$ cat config.mk
export PLATFORM = sky130hd
export DESIGN_NAME = dual_issue_pair_dispatcher_flat
export DESIGN_NICKNAME = d
export VERILOG_FILES = /design/src/rtl/dispatch_pkg.sv /design/src/rtl/dual_issue_pair_dispatcher_if.sv /design/src/rtl/pair_dep_compare.sv /design/src/rtl/dual_issue_pair_dispatcher.sv /design/src/flat_wrapper.sv
export SDC_FILE = /design/constraint.sdc
export NUM_CORES = 1
export LEC_CHECK = 0
export ABC_CLOCK_PERIOD_IN_PS = 3700
export BUFFER_PORTS_ARGS = -buffer_cell sky130_fd_sc_hd__buf_2
export CORE_MARGIN = 3
export CORE_UTILIZATION = 30
export DETAILED_ROUTE_END_ITERATION = 16
export GPL_TIMING_DRIVEN = 0
export PLACE_DENSITY_LB_ADDON = 0.25
export SETUP_SLACK_MARGIN = 0.3
export SYNTH_ARGS = -nofsm -noshare
export SYNTH_HDL_FRONTEND = slang
export SYNTH_HIERARCHICAL = 1
export SYNTH_SLANG_ARGS = --single-unit
$ cat constraint.sdc
create_clock -name clk -period 3.7 [get_ports clk]
set_input_delay 1.11 -clock clk [delete_from_list [all_inputs] [get_ports clk]]
set_output_delay 1.11 -clock clk [all_outputs]
set_load 0.02 [all_outputs]
$ cat src/rtl/dispatch_pkg.sv
// Shared types and constants for the dual-issue pair dispatcher.
package dispatch_pkg;

    localparam int unsigned REG_W_DEF     = 4;
    localparam int unsigned PAYLOAD_W_DEF = 32;
    localparam int unsigned CNT_W         = 16;

    typedef struct packed {
        logic                     valid;
        logic [REG_W_DEF-1:0]     des;
        logic [REG_W_DEF-1:0]     s1;
        logic [REG_W_DEF-1:0]     s2;
        logic [PAYLOAD_W_DEF-1:0] pay;
    } slot_t;

    typedef enum logic [1:0] {EMPTY, HOLD, SECOND} disp_state_e;

    function automatic logic [CNT_W-1:0] sat_inc(input logic [CNT_W-1:0] v);
        return (v == '1) ? v : v + 1'b1;
    endfunction

endpackage

$ cat src/rtl/dual_issue_pair_dispatcher_if.sv
// Issue-queue and execute-lane signals of the pair dispatcher; master drives, slave is the DUT.
interface dual_issue_pair_dispatcher_if
    import dispatch_pkg::*;
#(
    parameter int unsigned REG_W     = REG_W_DEF,
    parameter int unsigned PAYLOAD_W = PAYLOAD_W_DEF
);
    logic                 flush;
    logic                 in_valid;
    logic                 in_ready;
    logic                 i0_valid;
    logic                 i1_valid;
    logic [REG_W-1:0]     i0_des;
    logic [REG_W-1:0]     i0_s1;
    logic [REG_W-1:0]     i0_s2;
    logic [REG_W-1:0]     i1_des;
    logic [REG_W-1:0]     i1_s1;
    logic [REG_W-1:0]     i1_s2;
    logic [PAYLOAD_W-1:0] i0_pay;
    logic [PAYLOAD_W-1:0] i1_pay;
    logic                 out_ready;
    logic                 out0_valid;
    logic [PAYLOAD_W-1:0] out0_pay;
    logic                 out1_valid;
    logic [PAYLOAD_W-1:0] out1_pay;

    modport master (
        output flush, in_valid, i0_valid, i1_valid, i0_des, i0_s1, i0_s2,
               i1_des, i1_s1, i1_s2, i0_pay, i1_pay, out_ready,
        input  in_ready, out0_valid, out0_pay, out1_valid, out1_pay
    );

    modport slave (
        input  flush, in_valid, i0_valid, i1_valid, i0_des, i0_s1, i0_s2,
               i1_des, i1_s1, i1_s2, i0_pay, i1_pay, out_ready,
        output in_ready, out0_valid, out0_pay, out1_valid, out1_pay
    );

endinterface

$ cat src/rtl/pair_dep_compare.sv
// Combinational RAW/WAR/WAW detector between the two slots of a pair; register 0 never conflicts.
module pair_dep_compare #(
    parameter int unsigned REG_W = 4
) (
    input  logic             i_valid0,
    input  logic             i_valid1,
    input  logic [REG_W-1:0] i_des0,
    input  logic [REG_W-1:0] i_s1_0,
    input  logic [REG_W-1:0] i_s2_0,
    input  logic [REG_W-1:0] i_des1,
    input  logic [REG_W-1:0] i_s1_1,
    input  logic [REG_W-1:0] i_s2_1,
    output logic             o_haz
);

    logic w_raw;
    logic w_war;
    logic w_waw;

    assign w_raw = (i_des0 != '0) && ((i_des0 == i_s1_1) || (i_des0 == i_s2_1));
    assign w_war = (i_des1 != '0) && ((i_des1 == i_s1_0) || (i_des1 == i_s2_0));
    assign w_waw = (i_des0 != '0) && (i_des0 == i_des1);

    assign o_haz = i_valid0 && i_valid1 && (w_raw || w_war || w_waw);

endmodule

$ cat src/rtl/dual_issue_pair_dispatcher.sv
// Accepts an instruction pair, dual-issues it when independent, otherwise splits it in order.
// Optional counters split_cnt/pair_cnt exist only when PAIR_DISPATCH_STATS_EN is defined.
module dual_issue_pair_dispatcher
    import dispatch_pkg::*;
#(
    parameter int unsigned REG_W     = REG_W_DEF,
    parameter int unsigned PAYLOAD_W = PAYLOAD_W_DEF
) (
    input logic                         clk,
    input logic                         rst,
    dual_issue_pair_dispatcher_if.slave bus
`ifdef PAIR_DISPATCH_STATS_EN
    ,
    output logic [CNT_W-1:0]            split_cnt,
    output logic [CNT_W-1:0]            pair_cnt
`endif
);

    slot_t                w_slot0;
    slot_t                w_slot1;
    logic                 w_haz;
    logic                 w_fire;
    logic                 w_drain;
    logic                 w_in_ready;
    logic                 w_accept;

    disp_state_e          r_state;
    logic                 r_haz;
    logic                 r_out0_valid;
    logic                 r_out1_valid;
    logic [PAYLOAD_W-1:0] r_out0_pay;
    logic [PAYLOAD_W-1:0] r_out1_pay;

    assign w_slot0 = '{valid: bus.i0_valid, des: bus.i0_des, s1: bus.i0_s1, s2: bus.i0_s2,
                       pay: bus.i0_pay};
    assign w_slot1 = '{valid: bus.i1_valid, des: bus.i1_des, s1: bus.i1_s1, s2: bus.i1_s2,
                       pay: bus.i1_pay};

    pair_dep_compare #(
        .REG_W (REG_W)
    ) u_cmp (
        .i_valid0 (w_slot0.valid),
        .i_valid1 (w_slot1.valid),
        .i_des0   (w_slot0.des),
        .i_s1_0   (w_slot0.s1),
        .i_s2_0   (w_slot0.s2),
        .i_des1   (w_slot1.des),
        .i_s1_1   (w_slot1.s1),
        .i_s2_1   (w_slot1.s2),
        .o_haz    (w_haz)
    );

    // r_out0_valid is high exactly when state != EMPTY
    assign w_fire     = r_out0_valid && bus.out_ready;
    // Handshake that finishes all held work, freeing the slot for a new pair this cycle
    assign w_drain    = bus.out_ready && (((r_state == HOLD) && !r_haz) || (r_state == SECOND));
    assign w_in_ready = !bus.flush && ((r_state == EMPTY) || w_drain);
    assign w_accept   = bus.in_valid && w_in_ready;

    always_ff @(posedge clk or posedge rst) begin
        if (rst) begin
            r_state      <= EMPTY;
            r_haz        <= 1'b0;
            r_out0_valid <= 1'b0;
            r_out1_valid <= 1'b0;
            r_out0_pay   <= '0;
            r_out1_pay   <= '0;
        end else if (bus.flush) begin
            r_state      <= EMPTY;
            r_haz        <= 1'b0;
            r_out0_valid <= 1'b0;
            r_out1_valid <= 1'b0;
        end else if (w_accept) begin
            if (w_slot0.valid) begin
                // On a hazard slot1 waits in r_out1_pay with lane 1 invalid
                r_state      <= HOLD;
                r_haz        <= w_haz;
                r_out0_valid <= 1'b1;
                r_out1_valid <= w_slot1.valid && !w_haz;
                r_out0_pay   <= w_slot0.pay;
                r_out1_pay   <= w_slot1.pay;
            end else if (w_slot1.valid) begin
                r_state      <= HOLD;
                r_haz        <= 1'b0;
                r_out0_valid <= 1'b1;
                r_out1_valid <= 1'b0;
                r_out0_pay   <= w_slot1.pay;
            end else begin
                r_state      <= EMPTY;
                r_haz        <= 1'b0;
                r_out0_valid <= 1'b0;
                r_out1_valid <= 1'b0;
            end
        end else if (w_drain) begin
            r_state      <= EMPTY;
            r_haz        <= 1'b0;
            r_out0_valid <= 1'b0;
            r_out1_valid <= 1'b0;
        end else if (bus.out_ready && (r_state == HOLD)) begin
            r_state    <= SECOND;
            r_haz      <= 1'b0;
            r_out0_pay <= r_out1_pay;
        end
    end

    assign bus.in_ready   = w_in_ready;
    assign bus.out0_valid = r_out0_valid;
    assign bus.out0_pay   = r_out0_pay;
    assign bus.out1_valid = r_out1_valid;
    assign bus.out1_pay   = r_out1_pay;

`ifdef PAIR_DISPATCH_STATS_EN
    logic [CNT_W-1:0] r_split_cnt;
    logic [CNT_W-1:0] r_pair_cnt;

    // Counted on the HOLD handshake: a full pair issue or the first half of a split
    always_ff @(posedge clk or posedge rst) begin
        if (rst) begin
            r_split_cnt <= '0;
            r_pair_cnt  <= '0;
        end else if (w_fire && (r_state == HOLD)) begin
            if (r_out1_valid) begin
                r_pair_cnt <= sat_inc(r_pair_cnt);
            end
            if (r_haz) begin
                r_split_cnt <= sat_inc(r_split_cnt);
            end
        end
    end

    assign split_cnt = r_split_cnt;
    assign pair_cnt  = r_pair_cnt;
`else
    logic w_unused_fire;
    assign w_unused_fire = w_fire;
`endif

endmodule

$ cat src/flat_wrapper.sv
// flat-port wrapper written by rule: the top's interface ports become plain ports
module dual_issue_pair_dispatcher_flat import dispatch_pkg::*;
#(
    parameter int unsigned REG_W     = REG_W_DEF,
    parameter int unsigned PAYLOAD_W = PAYLOAD_W_DEF
)
  (clk, rst, bus_flush, bus_in_valid, bus_i0_valid, bus_i1_valid, bus_i0_des, bus_i0_s1, bus_i0_s2, bus_i1_des, bus_i1_s1, bus_i1_s2, bus_i0_pay, bus_i1_pay, bus_out_ready, bus_in_ready, bus_out0_valid, bus_out0_pay, bus_out1_valid, bus_out1_pay);
  dual_issue_pair_dispatcher_if #(.REG_W(REG_W), .PAYLOAD_W(PAYLOAD_W)) bus_i ();
  input logic clk;
  input logic rst;
  input wire logic [$bits(bus_i.flush)-1:0] bus_flush;
  input wire logic [$bits(bus_i.in_valid)-1:0] bus_in_valid;
  input wire logic [$bits(bus_i.i0_valid)-1:0] bus_i0_valid;
  input wire logic [$bits(bus_i.i1_valid)-1:0] bus_i1_valid;
  input wire logic [$bits(bus_i.i0_des)-1:0] bus_i0_des;
  input wire logic [$bits(bus_i.i0_s1)-1:0] bus_i0_s1;
  input wire logic [$bits(bus_i.i0_s2)-1:0] bus_i0_s2;
  input wire logic [$bits(bus_i.i1_des)-1:0] bus_i1_des;
  input wire logic [$bits(bus_i.i1_s1)-1:0] bus_i1_s1;
  input wire logic [$bits(bus_i.i1_s2)-1:0] bus_i1_s2;
  input wire logic [$bits(bus_i.i0_pay)-1:0] bus_i0_pay;
  input wire logic [$bits(bus_i.i1_pay)-1:0] bus_i1_pay;
  input wire logic [$bits(bus_i.out_ready)-1:0] bus_out_ready;
  output wire logic [$bits(bus_i.in_ready)-1:0] bus_in_ready;
  output wire logic [$bits(bus_i.out0_valid)-1:0] bus_out0_valid;
  output wire logic [$bits(bus_i.out0_pay)-1:0] bus_out0_pay;
  output wire logic [$bits(bus_i.out1_valid)-1:0] bus_out1_valid;
  output wire logic [$bits(bus_i.out1_pay)-1:0] bus_out1_pay;
  assign bus_i.flush = bus_flush;
  assign bus_i.in_valid = bus_in_valid;
  assign bus_i.i0_valid = bus_i0_valid;
  assign bus_i.i1_valid = bus_i1_valid;
  assign bus_i.i0_des = bus_i0_des;
  assign bus_i.i0_s1 = bus_i0_s1;
  assign bus_i.i0_s2 = bus_i0_s2;
  assign bus_i.i1_des = bus_i1_des;
  assign bus_i.i1_s1 = bus_i1_s1;
  assign bus_i.i1_s2 = bus_i1_s2;
  assign bus_i.i0_pay = bus_i0_pay;
  assign bus_i.i1_pay = bus_i1_pay;
  assign bus_i.out_ready = bus_out_ready;
  assign bus_in_ready = bus_i.in_ready;
  assign bus_out0_valid = bus_i.out0_valid;
  assign bus_out0_pay = bus_i.out0_pay;
  assign bus_out1_valid = bus_i.out1_valid;
  assign bus_out1_pay = bus_i.out1_pay;
  dual_issue_pair_dispatcher #(.REG_W(REG_W), .PAYLOAD_W(PAYLOAD_W)) u_core (.clk(clk), .rst(rst), .bus(bus_i));
endmodule
==> flow_summary.ini <==
[status]
status = finished clean

[detailed_routing]
totalWireLength_um = 10400
detail_route.first_pass.iterations = 4
drc_errors = 0
num_vias = 3058
postRouteAntennaNets = 0
wire_per_inst_um = 17.3
drtIter0Drc = 203
viasPerCell = 5.08

[die]
start_util_pct = 30.8
ioPinCount = 162
die_x_um = 115
die_height_um = 115
row_count = 39
core-area_um2 = 11500
dieArea_um2 = 13200

[grt]
grt_pass1_vias = 3189
overflow = 0
grt_pass1_wl_um = 16600
grt_max_degree = 38
track_usage_pct = 16.4
antenna_found_initial = 0

[power]
ir_worst_vdd_v = 0.000191
p_per_area_nw_per_um2 = 533
p_leak_nw = 2.23

[cts]
clk_latency_ns = 0.34
cts_resized = 0
cts_sinks = 69
ctsHoldBuffers = 0
clockBufferDepth = 2
root_buffer = clkbuf_16
post_cts_buffers = 0
cts_tree = yes
cts-buffers-inserted = 9
clk_pin_slew_worst_paths_ns = 0.05
cts_htree_levels = 3

[timing]
rsz0062_at_grt = false
period_needed_ns = 3.26
finalCritPeriodShare_pct = 88.0
tightest_slew_ns = 0.783
hold_violations = 0
maxSlewViolCount = 0
whs_ns = 0.513
skew_ns = 0.00595
fmax_mhz = 307
slew_headroom_pct = 47.8
setup_viol = 0

[logic_synthesis]
ys_ff_latch = 69
synthDistinctLibCells = 34
yosysTopAreaCellShare_pct = 48.6
ys_seq_area_share_pct = 48.6
synth_top_area_cell = dfrtp_1
synth.area.top_cells = dfrtp_1 (49%), mux2i_1 (9.0%), o221a_1 (7.9%), nand4_1 (6.5%), mux2_1 (5.7%)
ys_warn_count = 6
syn_inst = 281
syn-num-nets = 376
synth_edf_count = 0
synthArstFlopShare_pct = 100
netlist_area_um2 = 3550
avgSynthCellArea_um2 = 12.6
synthFlopType = dfrtp_1

[critical_path]
arrival_ns = 2.15
critPathCaptureType = primary output
crit_fanout = 4
required_ns = 2.59
critical_path_class = in2out
critPathLaunchType = input port

[final_layout]
drive_above_1_share_pct = 47.1
num_antenna_cells = 0
layout.nets = 549
area_delta_synth_final_pct = 37.1
fin_area_um2 = 4870
regArea_um2 = 1730
multi_input_area_um2 = 1650
n_fill_cell = 1138

[job]
cap_violations = 0

[place]
place_area_um2 = 4560
port_buffers = 161
place_congestion = 0.756
hpwl_um = 7620

[min_path]
hold_class = reg2reg
-- cell type report --
| type | instances | area share (%) |
|---|---|---|
| sequential | 69 | 35.4 |
| multi-input combinational | 182 | 34.0 |
| timing repair buffer | 162 | 17.0 |
| clock buffer | 12 | 5.47 |
| tap | 143 | 3.67 |
| buffer | 25 | 3.13 |
| clock inverter | 4 | 0.925 |
| inverter | 5 | 0.437 |
-- cell usage in the layout, fill, tap and decap left out, drive strengths merged, types with 2 or more instances in the layout --
cell | synthesis | final
o221a | 32 | 32
buf | 12 | 174
nand4 | 37 | 37
clkinv | 0 | 3
dfrtp | 69 | 69
xnor2 | 20 | 20
a32o | 2 | 2
and3 | 2 | 2
inv | 5 | 5
nand2 | 4 | 4
nor4 | 2 | 2
nor2b | 2 | 2
clkbuf | 13 | 25
nand3 | 2 | 2
mux2 | 32 | 32
a21oi | 2 | 2
or2 | 2 | 2
mux2i | 32 | 32
-- where the power goes --
| group | switching, mW | internal [mW] |
|---|---|---|
| registers | 0.104 | 0.905 |
| logic | 0.400 | 0.297 |
| clock network | 0.318 | 0.573 |
| total | 0.822 | 1.77 |
-- worst paths after layout --
check	start	endpoint	slack [ns]	depth (start not counted)
max reg2reg	u_core/r_haz	u_core/bus.out1_pay[10]	1.69	6
min reg2reg	u_core/bus.out1_pay[16]	u_core/bus.out1_pay[16]	0.51	1
max	bus_out_ready	bus_in_ready	0.44	5
min in group asynchronous	rst	u_core/bus.out0_pay[13]	0.78	2
max in group asynchronous	rst	u_core/r_state[0]	2.36	3
min	u_core/bus.out1_pay[16]	u_core/bus.out1_pay[16]	0.51	1
-- registers in the layout (all words and copies together), names as in the netlist --
| signal | cells |
|---|---|
| u_core/bus.out1_valid | 1 |
| u_core/r_haz | 1 |
| u_core/bus.out1_pay | 32 |
| u_core/bus.out0_valid | 1 |
| u_core/bus.out0_pay | 32 |
| u_core/r_state | 2 |
-- cells by family after synthesis --
kind of cell              synth area share, %
AOI/OAI and AO/OA                        12.9
xor gates and xnor gates                 4.93
buffers and inverters                    4.83
DFF                                      48.6
muxes                                    19.2
and+or+nand+nor                          9.62
-- cells in the mapped netlist, drive strengths merged (4+ instances only) --
cell,n
mux2i,32
buf,12
o221a,32
nand2,4
nand4,37
mux2,32
dfrtp,69
clkbuf,13
xnor2,20
inv,5
-- layer usage --
metal,global-route usage [%],share of wire [%],up-vias
met2,25.2,47,119
met5,0,0,-
met1,21.9,45,1485
met3,4.32,6.6,9
li1,-,-,1445
met4,7.36,1.7,0
-- worst max-delay path, stage by stage --
cell and delay (ns):
buf_2 0.10, or3b_1 0.37, and3_1 0.27, nor2_1 0.12, buf_2 0.17
-- stage by stage --
step / utilization [%] / setup TNS [ns] / instances / total power [mW] / setup WS [ns]
finish: 42.3 / 0 / 602 / 2.60 / 0.445
detailed placement: 39.6 / 0 / 586 / 1.73 / 0.435
global route: 42.3 / 0 / 602 / 2.75 / 0.378
global placement: 39.4 / -11.12 / 585 / 1.71 / -0.165
floorplan: - / 0 / 281 / 1.43 / 0.576
CTS: 42.3 / 0 / 602 / 2.64 / 0.434
Note: power is estimated with default switching activity, not from simulation.
